--- src/rtl/distance_meas.sv ---
// Ultrasonic ranging front end: periodic trigger, echo-width timing in us,
// scaling to mm with saturation, sequential binary-to-BCD, one-cycle result strobe.
module distance_meas #(
    parameter int CLK_FREQ_MHZ    = 50,
    parameter int TRIG_US         = 10,
    parameter int PERIOD_MS       = 60,
    parameter int ECHO_TIMEOUT_US = 38000,
    parameter int MAX_MM          = 4000
) (
    input  logic        clk,
    input  logic        rst_n,
    input  logic        echo,
    output logic        trig,
    output logic [23:0] distance_data,
    output logic        data_vld,
    output logic        out_range
);

    localparam int PERIOD_CLKS = PERIOD_MS * 1000 * CLK_FREQ_MHZ;
    localparam int PER_W       = $clog2(PERIOD_CLKS);
    localparam int PS_W        = (CLK_FREQ_MHZ > 1) ? $clog2(CLK_FREQ_MHZ) : 1;
    localparam int TRIG_CLKS   = TRIG_US * CLK_FREQ_MHZ;
    localparam logic [13:0] MM_SCALE = 14'd11300;

    typedef enum logic [2:0] {IDLE, TRIG, WAIT_ECHO, MEASURE, CONV, BCD, DONE} state_t;

    state_t             state_reg, state_next;
    logic [2:0]         echo_sync_reg;
    logic [PS_W-1:0]    ps_reg, ps_next;
    logic [PER_W-1:0]   per_reg, per_next;
    logic [15:0]        cnt_reg, cnt_next;
    logic               tmo_reg, tmo_next;
    logic               ovf_reg, ovf_next;
    logic [12:0]        bin_reg, bin_next;
    logic [15:0]        bcd_reg, bcd_next;
    logic [3:0]         step_reg, step_next;
    logic               ps_clr, load_out;
    logic               echo_rise, echo_fall, us_tick, per_wrap;
    logic [29:0]        product;
    logic [13:0]        mm_raw;
    logic [15:0]        bcd_adj;
    logic [15:0]        bcd_shift;

    assign echo_rise = echo_sync_reg[1] & ~echo_sync_reg[2];
    assign echo_fall = ~echo_sync_reg[1] & echo_sync_reg[2];
    assign us_tick   = (ps_reg == PS_W'(CLK_FREQ_MHZ - 1));
    assign per_wrap  = (per_reg == PER_W'(PERIOD_CLKS - 1));
    assign ps_next   = (ps_clr || us_tick) ? '0 : ps_reg + PS_W'(1);
    // Period is counted in clk so trigger spacing stays exact when the us prescaler is re-phased.
    assign per_next  = per_wrap ? '0 : per_reg + PER_W'(1);

    assign product = 30'(cnt_reg) * 30'(MM_SCALE);
    assign mm_raw  = product[29:16];

    generate
        for (genvar gi = 0; gi < 4; gi++) begin : g_dabble
            assign bcd_adj[gi*4 +: 4] = (bcd_reg[gi*4 +: 4] >= 4'd5) ?
                                        bcd_reg[gi*4 +: 4] + 4'd3 : bcd_reg[gi*4 +: 4];
        end
    endgenerate
    assign bcd_shift = {bcd_adj[14:0], bin_reg[12]};

    assign trig = (state_reg == TRIG);

    always_ff @(posedge clk or negedge rst_n) begin
        if (!rst_n) begin
            state_reg     <= IDLE;
            echo_sync_reg <= '0;
            ps_reg        <= '0;
            per_reg       <= '0;
            cnt_reg       <= '0;
            tmo_reg       <= 1'b0;
            ovf_reg       <= 1'b0;
            bin_reg       <= '0;
            bcd_reg       <= '0;
            step_reg      <= '0;
            distance_data <= '0;
            out_range     <= 1'b0;
            data_vld      <= 1'b0;
        end else begin
            state_reg     <= state_next;
            echo_sync_reg <= {echo_sync_reg[1:0], echo};
            ps_reg        <= ps_next;
            per_reg       <= per_next;
            cnt_reg       <= cnt_next;
            tmo_reg       <= tmo_next;
            ovf_reg       <= ovf_next;
            bin_reg       <= bin_next;
            bcd_reg       <= bcd_next;
            step_reg      <= step_next;
            data_vld      <= load_out;
            if (load_out) begin
                distance_data <= {8'h00, bcd_shift};
                out_range     <= ovf_reg;
            end
        end
    end

    always_comb begin
        state_next = state_reg;
        cnt_next   = cnt_reg;
        tmo_next   = tmo_reg;
        ovf_next   = ovf_reg;
        bin_next   = bin_reg;
        bcd_next   = bcd_reg;
        step_next  = step_reg;
        ps_clr     = 1'b0;
        load_out   = 1'b0;
        case (state_reg)
            IDLE: begin
                if (per_wrap) begin
                    state_next = TRIG;
                    cnt_next   = '0;
                    tmo_next   = 1'b0;
                    ps_clr     = 1'b1;
                end
            end
            // cnt_reg is shared: clk count in TRIG, us count in WAIT_ECHO and MEASURE.
            TRIG: begin
                if (cnt_reg == 16'(TRIG_CLKS - 1)) begin
                    state_next = WAIT_ECHO;
                    cnt_next   = '0;
                end else begin
                    cnt_next = cnt_reg + 16'd1;
                end
            end
            WAIT_ECHO: begin
                if (echo_rise) begin
                    state_next = MEASURE;
                    cnt_next   = '0;
                    ps_clr     = 1'b1;
                end else if (us_tick) begin
                    if (cnt_reg == 16'(ECHO_TIMEOUT_US - 1)) begin
                        state_next = CONV;
                        tmo_next   = 1'b1;
                    end else begin
                        cnt_next = cnt_reg + 16'd1;
                    end
                end
            end
            MEASURE: begin
                if (us_tick && cnt_reg == 16'(ECHO_TIMEOUT_US - 1)) begin
                    state_next = CONV;
                    tmo_next   = 1'b1;
                    cnt_next   = cnt_reg + 16'd1;
                end else if (echo_fall) begin
                    // A tick landing on the fall cycle completes the last whole us.
                    state_next = CONV;
                    cnt_next   = cnt_reg + {15'd0, us_tick};
                end else if (us_tick) begin
                    cnt_next = cnt_reg + 16'd1;
                end
            end
            CONV: begin
                state_next = BCD;
                bcd_next   = '0;
                step_next  = '0;
                if (tmo_reg || mm_raw > 14'(MAX_MM)) begin
                    bin_next = 13'(MAX_MM);
                    ovf_next = 1'b1;
                end else begin
                    bin_next = mm_raw[12:0];
                    ovf_next = 1'b0;
                end
            end
            BCD: begin
                bcd_next  = bcd_shift;
                bin_next  = {bin_reg[11:0], 1'b0};
                step_next = step_reg + 4'd1;
                if (step_reg == 4'd12) begin
                    state_next = DONE;
                    load_out   = 1'b1;
                end
            end
            DONE: state_next = IDLE;
            default: state_next = IDLE;
        endcase
    end

endmodule
--- config.mk ---
export PLATFORM = sky130hd
export DESIGN_NAME = distance_meas
export DESIGN_NICKNAME = d
export VERILOG_FILES = /design/src/rtl/distance_meas.sv
export SDC_FILE = /design/constraint.sdc
export NUM_CORES = 1
export LEC_CHECK = 0
export CORE_ASPECT_RATIO = 0.9
export CORE_MARGIN = 2
export CORE_UTILIZATION = 45
export DETAILED_ROUTE_END_ITERATION = 10
export GPL_TIMING_DRIVEN = 0
export PLACE_DENSITY = 0.65
export SYNTH_ARGS = -nofsm -noshare
export SYNTH_HDL_FRONTEND = slang
export SYNTH_SLANG_ARGS = --single-unit
export TNS_END_PERCENT = 1
--- constraint.sdc ---
create_clock -name clk -period 6.7 [get_ports clk]
set_input_delay 2.01 -clock clk [delete_from_list [all_inputs] [get_ports clk]]
set_output_delay 2.01 -clock clk [all_outputs]
set_load 0.02 [all_outputs]
==> summary.txt, run 1 <==
Status
  – Status: finished clean

Route
  – Pre-antenna DRT Iters: 6
  – Post-DR wirelength/cell: 15.69 microns
  – Routed Antenna Nets: 0
  – Vias: 6970
  – Residual DRC count: 0
  – 1st-iter DRT viols: 523
  – Routed WL: approximately 19000 microns
  – Routed vias/inst: 5.657

Timing
  – Fin Setup TNS: 0 ps
  – Slew Viols, Final: 0
  – Period utilisation layout: 0.8420
  – Worst Tran Pin Value: 870.9 ps
  – Tmin final: 5641 ps
  – Slew margin rel.: 0.4159
  – Clk_skew: 6.691 ps
  – Unrepaired setup endpoints after global routing: no
  – Hold Vio Cnt, Final: 0
  – Final setup margin: 1059 ps
  – Setup-failing EPs final: 0
  – Peak Freq: 0.1773 GHz

Worst setup path
  – Levels on crit path: 16
  – WP buf/inv: 3
  – Cells along the critical path: clkbuf_1 -> inv_1 -> fa_1 -> inv_1 -> fa_1 -> fa_1 -> ha_1 -> ha_1 -> nand3_1 -> nor3_1 -> nand2_1 -> a211oi_1 -> mux2i_1 -> nand4b_1 -> or2_1 -> o311ai_1
  – WP data arrival: ~5900 ps
  – Critical Path Source Type: flop
  – Critical path class: flop to flop
  – Worst endpoint required time: a little under 7000 ps
  – Critical path's top delay family: adder cells
  – Worst Path Max Fanout: 10
  – Reg2reg path depth: 16
  – Worst stage delay on the critical path: between 500 and 600 ps
  – Worst path most repeated cell: fa_1
  – CP endpoint kind: flop
  – Slowest cell on the critical path: fa_1

Floorplan
  – Die W: ~150 microns
  – Initial Util: 0.4572
  – FP Rows: 47
  – Die height: 133.5 microns
  – Die area: around 0.020 sq mm
  – Ports: 30
  – Core area: between 0.015 and 0.02 sq mm

Global routing
  – Pin count of the biggest net entering global routing: 60
  – Grt total ovfl: 0
  – Vias in the first global route: between 6000 and 7000
  – First-pass GRT wire length: 32520 microns
  – Initial antenna violation count: 0
  – GRT Resource Usage Total: 0.2040

Synth
  – Post-synthesis sequential area ratio: 0.3072
  – Gate Count Post-Synth: 942
  – Most used flip-flop cell after synthesis: dfrtp_1
  – Post-synth EDFFs: 0
  – Ys Warns: 0
  – Avg Cell Area, Syn: 8.906 sq um
  – Synth area leaders: dfrtp_1, ha_1, fa_1, nand2_1, o21ai_0
  – Mapped Area: 0.008389 sq mm
  – Cell variety after synth: 78
  – Post-synth top area cell: dfrtp_1
  – Share of flip-flops with an asynchronous set or reset: 1.000
  – Post-synthesis register bit count: 103
  – Synth top area share: 0.3072

Finish
  – Ratio of cells with drive above 1 in the final layout: 0.06180
  – Post-layout util: 0.5045
  – Diode count: 0
  – Syn-to-layout area delta: 10.34%
  – Final Non-Filler Cells: 1232
  – Max FFs per register: 22
  – Nets: 1115

Place
  – Post-Place Cells: 1216
  – I/O Buffers: 21
  – HPWL Detailed: ~15000 microns
  – Post-place setup slack: ~1200 ps
  – Final GP Congestion: 0.9604

Clock tree
  – Worst-path clk slew: 70 ps
  – Setup bufs post-CTS: 0
  – Clock Path Buffers: 2
  – Clk root buf: clkbuf_16
  – Clk_lat worst skew: 360 ps
  – TritonCTS Sinks: 103
  – Hold buffers post-CTS: 0
  – H-tree Lvls: 3
  – CTS tree: yes
  – Post_cts resized: 0
  – CTS Buf Count: 9

Power and ir drop
  – LEAKAGE: 4.453 nW
  – Pwr dens: approximately 130 mW/mm^2
  – VDD IR max: between 0.1 and 0.15 mV
  – Power Total: about 1.2 mW

Hold path
  – Hold depth: 0
  – Hold Crit Class: flop to flop

Run
  – Max Cap Viol: 0
## per-layer routing
metal | global-route usage | wire length (microns)
met5 | 0 | 0
met4 | 0.08148 | 435
met3 | 0.02158 | 883
met2 | 0.3119 | 8672
met1 | 0.2972 | 9339
## Yosys cell counts, types with 10 or more instances
master / instances
fa_1: 29
xnor2_1: 20
dfrtp_1: 103
nor3_1: 15
nand4_1: 20
a31oi_1: 11
nor2_1: 61
xor2_1: 16
and3_1: 10
o21ai_0: 72
nand2_1: 112
inv_1: 77
nand3_1: 31
ha_1: 101
a21oi_1: 58
o31ai_1: 10
buf_4: 10
clkbuf_1: 19
## final cells by class
class / instances / area, sq um
clock inverters: 6 / 70.07
flip-flops and latches: 103 / 2577
inverters: 78 / 292.8
fillers: 1807 / 9091
plain buffers: 41 / 225.2
repair buffers: 22 / 235.2
multi-input cells: 727 / 5320
well taps: 245 / 306.5
clock buffers: 10 / 229.0
## kinds of logic (layout without fill, tap and decap cells)
group | Yosys count | after routing | share of synthesized area
muxes | 12 | 12 | 0.01521
buffers and inverters | 119 | 157 | 0.06174
other | 1 | 8 | 0.0004470
xor gates and xnor gates | 36 | 36 | 0.03758
AOI/OAI and AO/OA | 237 | 237 | 0.1799
DFF | 103 | 103 | 0.3072
and+or+nand+nor | 304 | 304 | 0.1781
adders and majority gates | 130 | 130 | 0.2198
## cells in the final DEF (no fill, tap or decap), types with 9 or more instances in the layout
cell type,netlist,final
nand2_1,112,112
dfrtp_1,103,103
ha_1,101,101
inv_1,77,77
o21ai_0,72,72
nor2_1,61,61
a21oi_1,58,58
nand3_1,31,31
fa_1,29,29
clkbuf_1,19,20
nand4_1,20,20
xnor2_1,20,20
clkdlybuf4s50_1,0,20
xor2_1,16,16
nor3_1,15,15
buf_4,10,11
a31oi_1,11,11
and3_1,10,10
o31ai_1,10,10
buf_2,9,9
nand2b_1,9,9
o22ai_1,9,9
clkbuf_16,0,9
## metrics by stage
| stage | hold slack (ps) | area (sq um) |
|---|---|---|
| 6_report | 369.4 | 9256 |
| 5_1_grt | 389.0 | 9256 |
| 4_1_cts | 376.1 | 9256 |
| 3_5_place_dp | 357.5 | 8957 |
| 3_3_place_gp | 340.1 | 8932 |
| 2_1_floorplan | 331.2 | 8416 |
## path summary, 6_finish.rpt
path,to,start,slack [ps]
max,bin_reg[6]$_DFFE_PN0P_,cnt_reg[4]$_DFFE_PN0P_,1060
min,echo_sync_reg[1]$_DFF_PN0_,echo_sync_reg[0]$_DFF_PN0_,370
max reg2reg,bin_reg[6]$_DFFE_PN0P_,cnt_reg[4]$_DFFE_PN0P_,1060
min reg2reg,echo_sync_reg[1]$_DFF_PN0_,echo_sync_reg[0]$_DFF_PN0_,370
max in group asynchronous,ps_reg[0]$_DFF_PN0_,rst_n,4350
min in group asynchronous,bcd_reg[9]$_DFFE_PN0P_,rst_n,1660
## report_power, final
group          internal, mW  total, mW  switching (mW)
Clock                 0.293      0.544           0.251
Combinational       0.00671     0.0248          0.0181
Sequential            0.622      0.623        0.000923
Total                 0.922       1.19           0.270
Note: power is estimated with default switching activity, not from simulation.
==> run 2, diff against run 1 <==
--- a/config.mk
+++ b/config.mk
@@ -10,7 +10,7 @@
 export CORE_UTILIZATION = 45
 export DETAILED_ROUTE_END_ITERATION = 10
 export GPL_TIMING_DRIVEN = 0
-export PLACE_DENSITY = 0.65
+export PLACE_DENSITY = 0.67
 export SYNTH_ARGS = -nofsm -noshare
 export SYNTH_HDL_FRONTEND = slang
 export SYNTH_SLANG_ARGS = --single-unit
==> constraint.sdc (replaced) <==
create_clock -name clk -period 5 [get_ports clk]
set_input_delay 1.5 -clock clk [delete_from_list [all_inputs] [get_ports clk]]
set_output_delay 1.5 -clock clk [all_outputs]
set_load 0.02 [all_outputs]
==> summary.txt, run 2 (synthesis results as in run 1) <==
Floorplan
  – Die W: 147.9 microns (unchanged)
  – Ports: 30 (unchanged)
  – Initial Util: 0.4572 (unchanged)
  – Die height: 133.5 microns (unchanged)
  – Die area: 0.01975 sq mm (unchanged)
  – Core area: 0.01835 sq mm (unchanged)
  – FP Rows: 47 (unchanged)

Route
  – Residual DRC count: 0 (unchanged)
  – Routed Antenna Nets: 0 (unchanged)
  – Routed vias/inst: 5.651 (-0.12%)
  – Post-DR wirelength/cell: 15.98 microns (+1.8%)
  – 1st-iter DRT viols: 564 (+7.8%)
  – Pre-antenna DRT Iters: 5 (-1)
  – Vias: 7058 (+1.3%)
  – Routed WL: 19960 microns (+3.2%)

Finish
  – Ratio of cells with drive above 1 in the final layout: 0.1165 (+0.05473)
  – Diode count: 0 (unchanged)
  – Post-layout util: 0.5192 (+0.01466)
  – Syn-to-layout area delta: 13.54%
  – Commonest non-fill, non-tap cell in the layout: nand2_1
  – Fillers: 1736 (-3.9%)
  – Max FFs per register: 22 (unchanged)
  – Final instance area: 0.009525 sq mm (+2.9%)
  – Nets: 1132 (+1.5%)
  – Most frequent cells in the layout: nand2_1, ha_1, dfrtp_1

Timing
  – Unrepaired setup endpoints after global routing: yes
  – Tmin final: 4810 ps (-830.8 ps)
  – Fin Setup TNS: 0 ps (unchanged)
  – Period utilisation layout: 0.9621 (+0.1201)
  – Hold Vio Cnt, Final: 0 (unchanged)
  – Slew Viols, Final: 0 (unchanged)
  – Peak Freq: 0.2079 GHz (+17%)
  – Slew margin rel.: 0.3483 (-0.06756)
  – Final setup margin: 189.5 ps (-869.2 ps)
  – Worst Tran Pin Value: 971.7 ps (+100.7 ps)
  – Setup-failing EPs final: 0 (unchanged)
  – Clk_skew: 10.22 ps (+3.532 ps)

Power and ir drop
  – Pwr dens: 166.2 mW/mm^2 (+29%)
  – VDD IR max: 0.1220 mV (+8.3%)
  – LEAKAGE: 4.528 nW (+1.7%)
  – Power Total: 1.583 mW (+33%)

Worst setup path
  – Worst path most repeated cell: ha_1
  – Critical path class: flop to flop
  – Reg2reg end: bin_reg[4]$_DFFE_PN0P_
  – FF-to-FF setup slack: 190 ps (-870 ps)
  – Slowest cell on the critical path: fa_1
  – Worst stage delay on the critical path: 510 ps (-40 ps)
  – Worst Path Max Fanout: 7 (-3)
  – Worst endpoint required time: 5250 ps (-1700 ps)
  – Cells along the critical path: ha_1 -> fa_1 -> inv_1 -> fa_1 -> inv_1 -> ha_1 -> ha_1 -> ha_2 -> a21oi_2 -> o211ai_1 -> a21oi_1 -> a32oi_1 -> a2111oi_2 -> and4_4 -> o311ai_2 -> a31o_1
  – Reg2reg path depth: 16 (unchanged)
  – CP endpoint kind: flop
  – WP data arrival: 5060 ps (-840 ps)
  – Critical Path Source Type: flop
  – Reg-to-reg startpoint: cnt_reg[7]$_DFFE_PN0P_

Hold path
  – Hold Crit Class: flop to flop
  – Hold_sp: echo_sync_reg[0]$_DFF_PN0_
  – Hold depth: 0 (unchanged)
  – Hold Path Sink: echo_sync_reg[1]$_DFF_PN0_

Clock tree
  – H-tree Lvls: 3 (unchanged)
  – TritonCTS Sinks: 103 (unchanged)
  – CTS tree: yes
  – Clock Path Buffers: 2 (unchanged)
  – Clk_lat worst skew: 350 ps (about the same)
  – Clk root buf: clkbuf_16
  – Hold buffers post-CTS: 0 (unchanged)
  – CTS Buf Count: 9 (unchanged)
  – Worst-path clk slew: 70 ps (about the same)

Global routing
  – First-pass GRT wire length: 33380 microns (+2.6%)
  – Grt total ovfl: 0 (unchanged)
  – Initial antenna violation count: 0 (unchanged)
  – GRT Resource Usage Total: 0.2075 (+0.003498)
  – Vias in the first global route: 6565 (+0.71%)
  – Pin count of the biggest net entering global routing: 59 (-1.7%)

Place
  – HPWL Detailed: 14750 microns (-0.71%)
  – Final GP Congestion: 0.9276 (-3.4%)
  – DP Area: 0.008957 sq mm (unchanged)
  – Post-place setup slack: -496.9 ps (-1677 ps)
  – I/O Buffers: 21 (unchanged)

Status
  – Status: finished clean

Run
  – Max Cap Viol: 0 (unchanged)
run 2: metrics by stage:
step,cells,hold WS (ps)
3_5_place_dp,1216,351.1
2_1_floorplan,949,331.2
5_1_grt,1249,378.5
6_report,1249,359.6
4_1_cts,1237,368.3
3_3_place_gp,1215,337.6
run 2: timing repair:
action / 4_1_cts / 5_1_grt
resized for setup: 17 / 29
cloned: 0 / 0
setup buffers: 5 / 12
setup endpoints to repair: 13 / 13
pin swaps: 3 / 10
run 2: how the worst max path moves through the flow:
stage,from,endpoint,slack (ps)
after CTS,cnt_reg[1]$_DFFE_PN0P_,bin_reg[4]$_DFFE_PN0P_,20
final,cnt_reg[7]$_DFFE_PN0P_,bin_reg[4]$_DFFE_PN0P_,190
after global routing,cnt_reg[3]$_DFFE_PN0P_,bin_reg[4]$_DFFE_PN0P_,-30
after floorplan,cnt_reg[4]$_DFFE_PN0P_,bin_reg[4]$_DFFE_PN0P_,290
after global placement,rst_n,per_reg[2]$_DFF_PN0_,-1560
after detailed placement,cnt_reg[4]$_DFFE_PN0P_,bin_reg[6]$_DFFE_PN0P_,-500
run 2: worst max-delay path: cells and delay by family (launching register included):
family	cells	cell delay, ps
AOI/OAI and AO/OA	7	1570
adders and majority gates	6	2290
buffers and inverters	2	90
DFF	1	470
and+or+nand+nor	1	280
run 2: final cells by class:
cell class | count | area (sq um) | area share
clock buffers | 11 | 252.7 | 0.02653
repair buffers | 39 | 357.8 | 0.03757
well taps | 245 | 306.5 | 0.03218
plain buffers | 41 | 234.0 | 0.02456
inverters | 78 | 292.8 | 0.03074
clock inverters | 5 | 47.55 | 0.004991
flip-flops and latches | 103 | 2594 | 0.2723
multi-input cells | 727 | 5440 | 0.5711
run 2: routing by layer:
metal  share of wire  global-route usage
met4           0.015             0.05450
met3           0.064             0.04486
met2            0.43              0.3044
met1            0.49              0.3104
met5               0                   0
run 2: power breakdown:
part | switching [mW] | internal, mW | leakage [nW]
clock network | 0.339 | 0.375 | 0.146
registers | 0.00127 | 0.833 | 1.38
logic | 0.0243 | 0.00897 | 3.00
==> run 3, diff against run 2 <==
--- a/config.mk
+++ b/config.mk
@@ -5,6 +5,7 @@
 export SDC_FILE = /design/constraint.sdc
 export NUM_CORES = 1
 export LEC_CHECK = 0
+export CAP_MARGIN = 5
 export CORE_ASPECT_RATIO = 0.9
 export CORE_MARGIN = 2
 export CORE_UTILIZATION = 45
==> results of run 3 <==
No change in the layout: final DEF, timing and power equal those of run 2.
